--- config.mk ---
export PLATFORM = sky130hd
export DESIGN_NAME = const_inst_gen_flat
export DESIGN_NICKNAME = d
export VERILOG_FILES = /design/src/rtl/const_inst_gen_pkg.sv /design/src/rtl/const_inst_gen_if.sv /design/src/rtl/const_inst_gen_imm_split.sv /design/src/rtl/const_inst_gen.sv /design/src/flat_wrapper.sv
export SDC_FILE = /design/constraint.sdc
export NUM_CORES = 1
export LEC_CHECK = 0
export ABC_AREA = 1
export BUFFER_PORTS_ARGS = -buffer_cell sky130_fd_sc_hd__buf_2
export CORE_MARGIN = 10
export CORE_UTILIZATION = 35
export CTS_CLUSTER_SIZE = 25
export DETAILED_ROUTE_END_ITERATION = 6
export SLEW_MARGIN = 20
export SYNTH_ARGS = -nofsm -noshare
export SYNTH_HDL_FRONTEND = slang
export SYNTH_SLANG_ARGS = --single-unit
export TNS_END_PERCENT = 10
--- constraint.sdc ---
create_clock -name clk -period 1.3 [get_ports clk]
set_input_delay 0.26 -clock clk [delete_from_list [all_inputs] [get_ports clk]]
set_output_delay 0.26 -clock clk [all_outputs]
set_load 0.01 [all_outputs]
--- src/rtl/const_inst_gen_pkg.sv ---
// Shared constants, state encoding and LA32R encoding helpers for the
// constant-to-instruction generator.
package const_inst_gen_pkg;

  localparam logic [6:0]  OPC_LU12I = 7'b0001010;
  localparam logic [9:0]  OPC_ORI   = 10'b0000001110;
  localparam logic [9:0]  OPC_ADDI  = 10'b0000001010;
  localparam logic [31:0] INST_NOP  = 32'h0340_0000;
  localparam logic [4:0]  REG_ZERO  = 5'd0;

  typedef enum logic [1:0] {
    CIG_IDLE  = 2'd0,
    CIG_BEAT1 = 2'd1,
    CIG_BEAT2 = 2'd2
  } cig_state_t;

  function automatic logic [31:0] enc_lu12i(input logic [19:0] si20, input logic [4:0] rd);
    return {OPC_LU12I, si20, rd};
  endfunction

  function automatic logic [31:0] enc_ori(input logic [11:0] ui12, input logic [4:0] rj,
                                          input logic [4:0] rd);
    return {OPC_ORI, ui12, rj, rd};
  endfunction

  function automatic logic [31:0] enc_addi(input logic [11:0] si12, input logic [4:0] rj,
                                           input logic [4:0] rd);
    return {OPC_ADDI, si12, rj, rd};
  endfunction

endpackage

--- src/rtl/const_inst_gen_if.sv ---
// Request and instruction-stream channels of the constant generator.
interface const_inst_gen_if;
  logic        req_valid;
  logic        req_ready;
  logic [31:0] req_value;
  logic [4:0]  req_rd;
  logic        inst_valid;
  logic        inst_ready;
  logic [31:0] inst;
  logic        inst_last;
  logic        busy;

  modport master (
    output req_valid, req_value, req_rd, inst_ready,
    input  req_ready, inst_valid, inst, inst_last, busy
  );

  modport slave (
    input  req_valid, req_value, req_rd, inst_ready,
    output req_ready, inst_valid, inst, inst_last, busy
  );
endinterface

--- src/rtl/const_inst_gen_imm_split.sv ---
// Combinational classifier: picks the shortest LU12I.W / ORI / ADDI.W
// sequence that rebuilds a 32-bit constant in rd.
module const_inst_gen_imm_split
  import const_inst_gen_pkg::*;
#(
  parameter bit OPT_SINGLE = 1'b1
) (
  input  logic [31:0] i_value,
  input  logic [4:0]  i_rd,
  output logic [31:0] o_first,
  output logic [31:0] o_second,
  output logic        o_single
);

  logic w_hi_zero;
  logic w_hi_ones;
  logic w_upper_zero;
  logic w_lower_zero;

  assign w_hi_zero    = (i_value[31:11] == 21'd0);
  assign w_hi_ones    = (&i_value[31:11]);
  assign w_upper_zero = (i_value[31:12] == 20'd0);
  assign w_lower_zero = (i_value[11:0] == 12'd0);

  // Default is the LU12I.W + ORI pair; shortcuts override in priority order.
  always_comb begin
    o_first  = enc_lu12i(i_value[31:12], i_rd);
    o_second = enc_ori(i_value[11:0], i_rd, i_rd);
    o_single = 1'b0;
    if (i_rd == REG_ZERO) begin
      o_first  = INST_NOP;
      o_single = 1'b1;
    end else if (OPT_SINGLE && (w_hi_zero || w_hi_ones)) begin
      o_first  = enc_addi(i_value[11:0], REG_ZERO, i_rd);
      o_single = 1'b1;
    end else if (OPT_SINGLE && w_upper_zero) begin
      o_first  = enc_ori(i_value[11:0], REG_ZERO, i_rd);
      o_single = 1'b1;
    end else if (OPT_SINGLE && w_lower_zero) begin
      o_single = 1'b1;
    end else begin
      o_single = 1'b0;
    end
  end

endmodule

--- src/rtl/const_inst_gen.sv ---
// Streams the 1-2 instruction words that materialise a constant in a GPR,
// over a valid/ready handshake toward the fetch stage.
module const_inst_gen
  import const_inst_gen_pkg::*;
#(
  parameter bit OPT_SINGLE = 1'b1
) (
  input  logic             clk,
  input  logic             rst_n,
  const_inst_gen_if.slave  bus
);

  cig_state_t  r_state;
  cig_state_t  w_next_state;
  logic [31:0] r_inst;
  logic [31:0] r_second;
  logic        r_inst_valid;
  logic        r_inst_last;

  logic [31:0] w_first;
  logic [31:0] w_second;
  logic        w_single;
  logic        w_hs;
  logic        w_load_first;
  logic        w_load_second;
  logic        w_finish;

  const_inst_gen_imm_split #(.OPT_SINGLE(OPT_SINGLE)) u_split (
    .i_value  (bus.req_value),
    .i_rd     (bus.req_rd),
    .o_first  (w_first),
    .o_second (w_second),
    .o_single (w_single)
  );

  assign w_hs = r_inst_valid && bus.inst_ready;

  // State register.
  always_ff @(posedge clk or negedge rst_n) begin
    if (!rst_n) begin
      r_state <= CIG_IDLE;
    end else begin
      r_state <= w_next_state;
    end
  end

  // Next-state and word-load decisions.
  always_comb begin
    w_next_state  = r_state;
    w_load_first  = 1'b0;
    w_load_second = 1'b0;
    w_finish      = 1'b0;
    case (r_state)
      CIG_IDLE: begin
        if (bus.req_valid) begin
          w_next_state = CIG_BEAT1;
          w_load_first = 1'b1;
        end else begin
          w_next_state = CIG_IDLE;
        end
      end
      CIG_BEAT1: begin
        if (w_hs && r_inst_last) begin
          w_next_state = CIG_IDLE;
          w_finish     = 1'b1;
        end else if (w_hs) begin
          w_next_state  = CIG_BEAT2;
          w_load_second = 1'b1;
        end else begin
          w_next_state = CIG_BEAT1;
        end
      end
      CIG_BEAT2: begin
        if (w_hs) begin
          w_next_state = CIG_IDLE;
          w_finish     = 1'b1;
        end else begin
          w_next_state = CIG_BEAT2;
        end
      end
      default: begin
        w_next_state = CIG_IDLE;
        w_finish     = 1'b1;
      end
    endcase
  end

  // Output word register; the ORI word replaces the first word on the same
  // edge as the first handshake so the stream has no bubble.
  always_ff @(posedge clk or negedge rst_n) begin
    if (!rst_n) begin
      r_inst       <= 32'd0;
      r_second     <= 32'd0;
      r_inst_valid <= 1'b0;
      r_inst_last  <= 1'b0;
    end else if (w_load_first) begin
      r_inst       <= w_first;
      r_second     <= w_second;
      r_inst_valid <= 1'b1;
      r_inst_last  <= w_single;
    end else if (w_load_second) begin
      r_inst       <= r_second;
      r_inst_last  <= 1'b1;
    end else if (w_finish) begin
      r_inst_valid <= 1'b0;
      r_inst_last  <= 1'b0;
    end
  end

  assign bus.req_ready  = (r_state == CIG_IDLE);
  assign bus.busy       = (r_state != CIG_IDLE);
  assign bus.inst_valid = r_inst_valid;
  assign bus.inst       = r_inst;
  assign bus.inst_last  = r_inst_last;

endmodule
--- src/flat_wrapper.sv ---
// flat-port wrapper written by rule: the top's interface ports become plain ports
module const_inst_gen_flat import const_inst_gen_pkg::*;
#(
  parameter bit OPT_SINGLE = 1'b1
)
  (clk, rst_n, bus_req_valid, bus_req_value, bus_req_rd, bus_inst_ready, bus_req_ready, bus_inst_valid, bus_inst, bus_inst_last, bus_busy);
  const_inst_gen_if bus_i ();
  input  logic clk;
  input  logic rst_n;
  input wire logic [$bits(bus_i.req_valid)-1:0] bus_req_valid;
  input wire logic [$bits(bus_i.req_value)-1:0] bus_req_value;
  input wire logic [$bits(bus_i.req_rd)-1:0] bus_req_rd;
  input wire logic [$bits(bus_i.inst_ready)-1:0] bus_inst_ready;
  output wire logic [$bits(bus_i.req_ready)-1:0] bus_req_ready;
  output wire logic [$bits(bus_i.inst_valid)-1:0] bus_inst_valid;
  output wire logic [$bits(bus_i.inst)-1:0] bus_inst;
  output wire logic [$bits(bus_i.inst_last)-1:0] bus_inst_last;
  output wire logic [$bits(bus_i.busy)-1:0] bus_busy;
  assign bus_i.req_valid = bus_req_valid;
  assign bus_i.req_value = bus_req_value;
  assign bus_i.req_rd = bus_req_rd;
  assign bus_i.inst_ready = bus_inst_ready;
  assign bus_req_ready = bus_i.req_ready;
  assign bus_inst_valid = bus_i.inst_valid;
  assign bus_inst = bus_i.inst;
  assign bus_inst_last = bus_i.inst_last;
  assign bus_busy = bus_i.busy;
  const_inst_gen #(.OPT_SINGLE(OPT_SINGLE)) u_core (.clk(clk), .rst_n(rst_n), .bus(bus_i));
endmodule
# --- After elaboration in Yosys (flattened, before gate mapping) ---
# Cells that the tools add are included.
totals:
  ff_bits: 59
  in_bits: 41
  output_inout_bits: 36
  elab_cells: 48
op_classes:
  n_eq_ne: 3
  mux: 26
  reduce_logical: 14
ops:
  columns: ["operator", "n"]
  rows:
  - ["$mux W29", 3]
  - ["$mux W32", 2]
  - ["$logic_not A21 Y1", 1]
  - ["$reduce_and A21 Y1", 1]
  - ["$logic_not A20 Y1", 1]
  - ["$mux W1", 16]
  - ["$logic_not A12 Y1", 1]
  - ["$mux W2", 3]
  - ["$pmux W2 S3", 1]
  - ["$reduce_bool A2 Y1", 3]
  - ["$logic_not A5 Y1", 1]
  - ["$pmux W1 S3", 1]
  - ["$reduce_bool A3 Y1", 1]
  - ["$eq A2 B1 Y1 const B", 1]
  - ["$eq A2 B2 Y1 const B", 1]
  - ["$logic_and A1 B1 Y1", 2]
  - ["$logic_not A2 Y1", 1]
  - ["$ne A2 B1 Y1 const B", 1]
  - ["$reduce_and A2 Y1", 1]
  - ["$logic_or A1 B1 Y1", 1]

# --- Longest topological paths before layout ---
# Gate-level depths: netlist of run 1.
logic_depth:
  depth_word: 7
  mapped_depth: 10
  mapped_depth_nobuf: 9

# --- Modules after synthesis ---
# Synthesis of run 1 repeated with hierarchy kept, for this count alone.
unflattened:
  hier_cells: 567
  hier_area_um2: 3992.6
by_module_without_submodules:
  columns: ["mod", "instances", "cells_per_inst", "area_per_inst_um2", "seq_area_each_um2"]
  rows:
  - ["const_inst_gen", 1, 376, 3083.0, 1701.6]
  - ["const_inst_gen_imm_split", 1, 191, 909.6, 0.0]

# --- Least setup slack after synthesis of run 1 ---
# OpenSTA, ideal clock, no wires.
synth_path:
  kind: "register to register"
  start: "reg u_core.r_state[0]"
  end: "reg u_core.r_inst[10], in the netlist u_core.bus.inst[10]"
  setup_time_ns: 0.077
  arrival_ns: 1.306
  required_ns: 1.223
  slack_ns: -0.084
  path_stages_with_launch: 10
  n_path_buf: 2
  synth_period_minus_slack_ns: 1.384
  cell_sequence: "dfrtp_1 -> nor2_2 -> nand2_4 -> inv_8 -> nor2_8 -> inv_4 -> buf_6 -> buf_8 -> nor2_1 -> a21oi_1"
synth_between:
  elab_chain_cells: 3
  elab_cells_between_ends: 6
  classes_between: "1 x eq/ne; 3 x mux; 2 x reduce/logical"
synth_lines:
  columns: ["item", "line", "source"]
  rows:
  - ["from (decl)", "const_inst_gen.sv:13", "cig_state_t r_state;"]
  - ["from (signal assigned)", "const_inst_gen.sv:43", "r_state <= w_next_state;"]
  - ["$logic_not A2 Y1 *", null, null]
  - ["net bus_req_ready", "flat_wrapper.sv:14", "output wire logic [$bits(bus_i.req_ready)-1:0] bus_req_ready;"]
  - ["$mux W1 *", "const_inst_gen.sv:53", "case (r_state)"]
  - ["$mux W32 / $reduce_bool A2 Y1 (equally long branches)", null, null]
  - ["to (signal assigned)", "const_inst_gen.sv:97", "r_inst <= w_first;"]
  - ["to (signal assigned)", "const_inst_gen.sv:102", "r_inst <= r_second;"]
  - ["to (decl)", "const_inst_gen.sv:15", "logic [31:0] r_inst;"]
# The timed path passes the listed nets; every way through them passes the cells marked *.
# A chain may end at the register's enable or synchronous reset.

# --- Worst setup path after layout of run 1 ---
layout_path:
  start: "reg u_core.r_state[0]"
  end: "out bus_busy"
layout_between:
  elab_chain_cells: 1
layout_lines:
  columns: ["item", "line", "source"]
  rows:
  - ["$reduce_bool A2 Y1", "const_inst_gen.sv:111", "assign bus.busy = (r_state != CIG_IDLE);"]
  - ["to (decl)", "flat_wrapper.sv:18", "output wire logic [$bits(bus_i.busy)-1:0] bus_busy;"]
# No other way between the ends.

==> impl_metrics.yaml, run 1 <==
outcome:
  outcome: "finished with violations"
  violations: "setup timing"
yosys:
  seq_area_frac_synth_pct: 46.7
  synth_area_leaders: "dfrtp_1 47%, nand2_1 11%, nor2_1 7.4%"
  synth.distinct_cells: 34
  synth_top_area_share_pct: 46.7
  synth_area_per_cell_sq_um: 7.75
  syn_area_sq_mm: 0.00263
  yosysWarnings: 0
  syn_inst: 339
  synth_top_area_cell: "dfrtp_1"
  ys_ff_latch: 49
power:
  p_leak_nw: 1.81
  p_clk_share_pct: 13.2
  switching_power_w: 0.00298
  comb_power_share_pct: 50.2
  vdd_drop_max_mv: 0.709
  p_per_area_mw_per_mm2: 2090
  seq_power_share_pct: 36.6
  total_power_w: 0.00745
  swShare_pct: 40.0
  internal_power_w: 0.00447
finish:
  final_nets: 489
  drive_above_1_share_pct: 33.6
  antenna_cells: 0
  area_growth_pct: 35.5
  fillers: 764
global_routing:
  grt_use_total_pct: 13.5
  grt_max_degree: 50
  overflow: 0
  grt_pass1_wl_mm: 12.7
  antenna_found_initial: 0
  grt_pass1_vias: 2611
drt:
  first_iter_violations: 127
  via_per_inst: 4.63
  wirelength_mm: 7.56
  drcViolationCount: 0
  vias: 2537
  ant_nets: 0
  firstDrtPassIters: 4
  drt-wirelength-per-cell_um: 13.8
critical_path:
  cp.arrival_ps: 1160
  path_class: "flip-flop to output pin"
  path_max_fanout: 3
  startpoint_type: "flip-flop"
  cp-end-kind: "output pin"
  required_ps: 1040
  rr_worst_depth: 9
die:
  core_area_sq_mm: 0.00729
  ioPinCount: 77
  die_y_um: 107
  start_util_pct: 36.0
  die_w_um: 107
  rows: 31
  die-area_sq_mm: 0.0114
cts:
  clk_latency_ps: 300
  clk_pin_slew_ps: 90
  cts-root-buf: "clkbuf_8"
  clk_path_buf_depth: 2
  cts_htree_levels: 2
  numClockSinks: 49
  cts_tree: "built"
  cts_made_buffers: 5
timing:
  hold-worst-slack_ps: 245
  maxClockFrequency_mhz: 705
  maxSlewViolCount: 0
  fin_skew_ps: 6.71
  hold_viol: 0
  min_period_over_period_pct: 109
  worst_slack_ps: -118
  layout_min_cycle_time_ps: 1420
  setup_violations: 27
  rsz0062_at_grt: "true"
placed_design:
  port_buffers: 72
  dp_hpwl_mm: 5.96
  routabilityCongestion: 0.836
job:
  cap_violations: 0
hold_path:
  hold_path_class: "input pin to flip-flop"
  whs_path_depth: 3
[routing by layer]
metal | global-route usage (%) | wire (um)
met1 | 17.1 | 3420
met2 | 21.8 | 3650
met3 | 3.71 | 380
met4 | 4.26 | 104
met5 | 0 | 0
[state kept, by name, summed over array words and instances (netlist names)]
name,count
u_core.r_state,2
u_core.bus.inst_valid,1
u_core.bus.inst,27
u_core.r_second,18
u_core.bus.inst_last,1
[Yosys cell counts, drive strengths merged]
master,count
nor3,2
nand3b,1
o21bai,1
nor4,3
and2,1
clkinv,1
nand4,15
o22ai,1
a21o,1
or2,1
clkbuf,3
nor2,55
o21ai,36
dfrtp,49
conb,1
nand2,79
a31oi,5
inv,33
buf,16
nand3,16
a21oi,19
[what timing repair did]
| item | 4_1_cts | 5_1_grt |
|---|---|---|
| setup buffers | 1 | 0 |
| gates resized for setup | 7 | 22 |
| hold buffers | 1 | 0 |
| hold endpoints to repair | 49 | 0 |
| setup endpoints to repair | 28 | 41 |
| pin swaps | 3 | 2 |
[worst paths after layout]
kind	startpoint	end	slack, ps
min	bus_req_value[5]	u_core.r_second[15]	240
max	u_core.r_state[0]	bus_busy	-120
min in group asynchronous	rst_n	u_core.bus.inst[16]	470
max reg2reg	u_core.r_state[1]	u_core.bus.inst[1]	-90
min reg2reg	u_core.bus.inst[0]	u_core.bus.inst[0]	490
max in group asynchronous	rst_n	u_core.r_state[0]	580
[logic make-up (layout without fill, tap and decap cells)]
family	count (synthesis)	count (layout)	share of synthesized area, %
compound gates	63	63	12.5
buf+inv	53	160	10.6
flops	49	49	46.7
other cells	1	4	0.143
simple gates	173	173	30.1
[layout make-up]
cell class | count | area (sq um) | area share [%]
multi-input cells | 240 | 1180 | 33.1
well taps | 99 | 124 | 3.48
inverters | 34 | 140 | 3.94
repair buffers | 118 | 790 | 22.2
flip-flops and latches | 49 | 1230 | 34.5
clock inverters | 1 | 5.00 | 0.141
clock buffers | 7 | 96.3 | 2.71
[cells in the final DEF (no fill, tap or decap), types with 2 or more instances in the layout]
cell type,Yosys,layout
nand2_1,76,75
buf_2,5,70
nor2_1,52,49
dfrtp_1,49,48
buf_4,6,36
inv_1,30,28
o21ai_0,34,19
o21ai_1,2,16
nand4_1,15,15
a21oi_1,19,15
nand3_1,13,13
clkbuf_8,0,7
buf_6,4,7
a31oi_1,5,5
a21oi_2,0,4
conb_1,1,4
buf_12,0,4
nand2_4,2,3
inv_2,1,3
nand3_2,3,3
nor2_2,2,3
nor4_1,3,3
nor2_4,0,2
[stage by stage]
stage	worst slack, ps	utilization, %	instance area (sq um)	TNS (ps)	instances
after floorplan	-72.8	-	2650	-1030	342
final	-118	48.8	3560	-1670	548
after global placement	-233	46.2	3370	-3600	538
after global routing	-188	48.8	3560	-4820	548
after CTS	-111	48.2	3510	-2080	548
after detailed placement	-265	46.2	3370	-4100	538
[critical path, cell delays in order (launching register included)]
cell and delay [ps]:
dfrtp_2 450, nor2_4 160, buf_6 120, inv_2 30
buf_6 110
[power by group through the flow]
| stage | Clock (W) | Combinational, W | Sequential, W |
|---|---|---|---|
| floorplan | 0 | 0.00186 | 0.00289 |
| global placement | 0 | 0.00346 | 0.00273 |
| detailed placement | 0 | 0.00351 | 0.00274 |
| CTS | 0.00101 | 0.00363 | 0.00271 |
| global route | 0.00108 | 0.00420 | 0.00282 |
| finish | 0.000983 | 0.00374 | 0.00272 |
(Power assumes the default switching activity.)
==> run 2: changes to the inputs <==
Clock period 1.3 ns to 1.2 ns, I/O delays scaled along.
==> run 2 against run 1 <==
  * The run still ends with setup timing left
  * Critical endpoint is now u_core.bus.inst[6]
  * Global-route usage is essentially flat
  * Wire length grew 2.4%
  * Largest power group unchanged
  * Clock skew grew 1.8 ps
  * Combinational power grew 27%
  * Highest routed layer unchanged
  * Setup slack lost 82 ps
  * Sequential share of layout area shrank 2.5 points
  * Sequential cell count is the same
  * Worst hold slack lost 31 ps
  * Critical path depth grew 4
  * Non-clock buffer count grew 11
  * Sequential power grew 10%
==> impl_metrics.yaml, run 2 (synthesized netlist as in run 1, its figures left out) <==
job:
  cap_violations: 0
die:
  rows: 31
  die_y_um: 107
  start_util_pct: 36.0
  core_area_sq_mm: 0.00729
  ioPinCount: 77
  die-area_sq_mm: 0.0114
  die_w_um: 107
drt:
  first_iter_violations: 115
  via_per_inst: 4.72
  wirelength_mm: 7.73
  firstDrtPassIters: 4
  drcViolationCount: 0
  vias: 2641
  drt-wirelength-per-cell_um: 13.8
  ant_nets: 0
finish:
  area_growth_pct: 46.0
  utilization_pct: 52.6
  final_nets: 500
  drive_above_1_share_pct: 37.8
  multi_input_area_sq_mm: 0.00125
  ff_latch_area_sq_mm: 0.00123
  final_common_cell: "nand2_1"
  stdcell_area_sq_mm: 0.00384
  fillers: 723
  layout_common_cells: "71 x nand2_1, 68 x buf_2, 49 x nor2_1, 48 x dfrtp_1, 39 x buf_4"
  antenna_cells: 0
  largest_reg_flops: 27
critical_path:
  crit_chain: "inv_2 > nand2_4 > nor3_4 > buf_4 > inv_4 > buf_6 > o21ai_4 > a21oi_1"
  required_ps: 1400
  startpoint_type: "flip-flop"
  cpPeakStageDelay_ps: 430
  path_class: "flip-flop to flip-flop"
  cp-end-kind: "flip-flop"
  cp_slowest_cell: "dfrtp_1"
  cp.arrival_ps: 1600
  path_max_fanout: 5
power:
  p_per_area_mw_per_mm2: 2390
  vdd_drop_max_mv: 0.791
  p_leak_nw: 1.93
global_routing:
  grt_max_degree: 50
  grt_pass1_vias: 2631
  antenna_found_initial: 0
  grt_pass1_wl_mm: 12.7
  grt_use_total_pct: 13.5
  overflow: 0
timing:
  min_period_over_period_pct: 117
  hold_viol: 0
  setup_violations: 42
  fin_skew_ps: 8.51
  rsz0062_at_grt: "true"
  layout_min_cycle_time_ps: 1400
  maxSlewViolCount: 0
  worst_slack_ps: -200
  maxClockFrequency_mhz: 714
cts:
  cts_tree: "built"
  clk_pin_slew_ps: 100
  cts_made_buffers: 5
  cts_htree_levels: 2
  numClockSinks: 49
  cts-root-buf: "clkbuf_8"
  clk_latency_ps: 310
  clk_path_buf_depth: 2
placed_design:
  dp_hpwl_mm: 5.95
  routabilityCongestion: 0.832
  port_buffers: 72
  post_dp_cell_area_sq_mm: 0.00339
  dp_slack_ps: -326
outcome:
  violations: "setup timing"
  outcome: "finished with violations"
hold_path:
  hold_path_class: "input pin to flip-flop"
run 2: cell types whose count changed in the layout (fill, tap and decap cells not counted), moves of 3 or more:
cell,previous run,this run
nand2_2,1,5
nand2_1,75,71
o21ai_2,1,4
o21ai_0,19,4
buf_6,7,14
buf_4,36,39
o21ai_1,16,26
run 2: path summary, 6_finish.rpt:
path	startpoint	to	slack (ps)	depth (start not counted)
setup reg to reg	u_core.r_state[1]	u_core.bus.inst[6]	-200	8
setup / recovery	u_core.r_state[1]	u_core.bus.inst[6]	-200	8
max in group asynchronous	rst_n	u_core.r_state[0]	510	3
min in group asynchronous	rst_n	u_core.bus.inst[16]	430	3
hold reg to reg	u_core.bus.inst[0]	u_core.bus.inst[0]	480	2
hold / removal	bus_req_value[6]	u_core.r_second[16]	210	3
run 2: through the flow:
step / setup TNS, ps / hold WS [ps] / total power (W) / instances
after floorplan: -3970 / -55.6 / 0.00515 / 342
after global placement: -6120 / 246 / 0.00671 / 543
after detailed placement: -6720 / 247 / 0.00678 / 543
after CTS: -4420 / 198 / 0.00896 / 558
after global routing: -8470 / 218 / 0.00985 / 559
final: -4580 / 214 / 0.00916 / 559
run 2: critical path: cells and delay by family, from the launching register on:
family / cells / cell delay (ps)
compound gates: 2 / 240
buf+inv: 4 / 430
flops: 1 / 430
simple gates: 2 / 210
run 2: where the power goes:
group	internal, W	leakage (nW)	switching, W
registers	0.00247	0.586	0.000526
clock network	0.000839	0.0687	0.000573
logic	0.00230	1.27	0.00244
run 2: area by class of cell:
type,count,share of cell area (%)
Clock buffer,5,1.79
Clock inverter,3,1.79
Multi-Input combinational cell,240,32.7
Tap cell,99,3.23
Timing Repair Buffer,129,24.7
Inverter,34,3.78
Sequential cell,49,32.0
run 2: layer usage:
metal	wire length (um)	share of wire, %	vias to the layer above	GRT usage (%)
met1	3490	45	1223	17.5
met2	3630	47	76	21.6
li1	-	-	1337	-
met3	549	7.1	5	3.65
met4	70	0.91	0	3.48
met5	0	0	-	0
run 2: repair_timing:
action,4_1_cts,5_1_grt
hold buffers,1,0
gates cloned,1,1
pin swaps,10,1
resized for setup,56,18
endpoints found under the hold margin,49,0
setup endpoints to repair,36,52
setup buffers,5,0
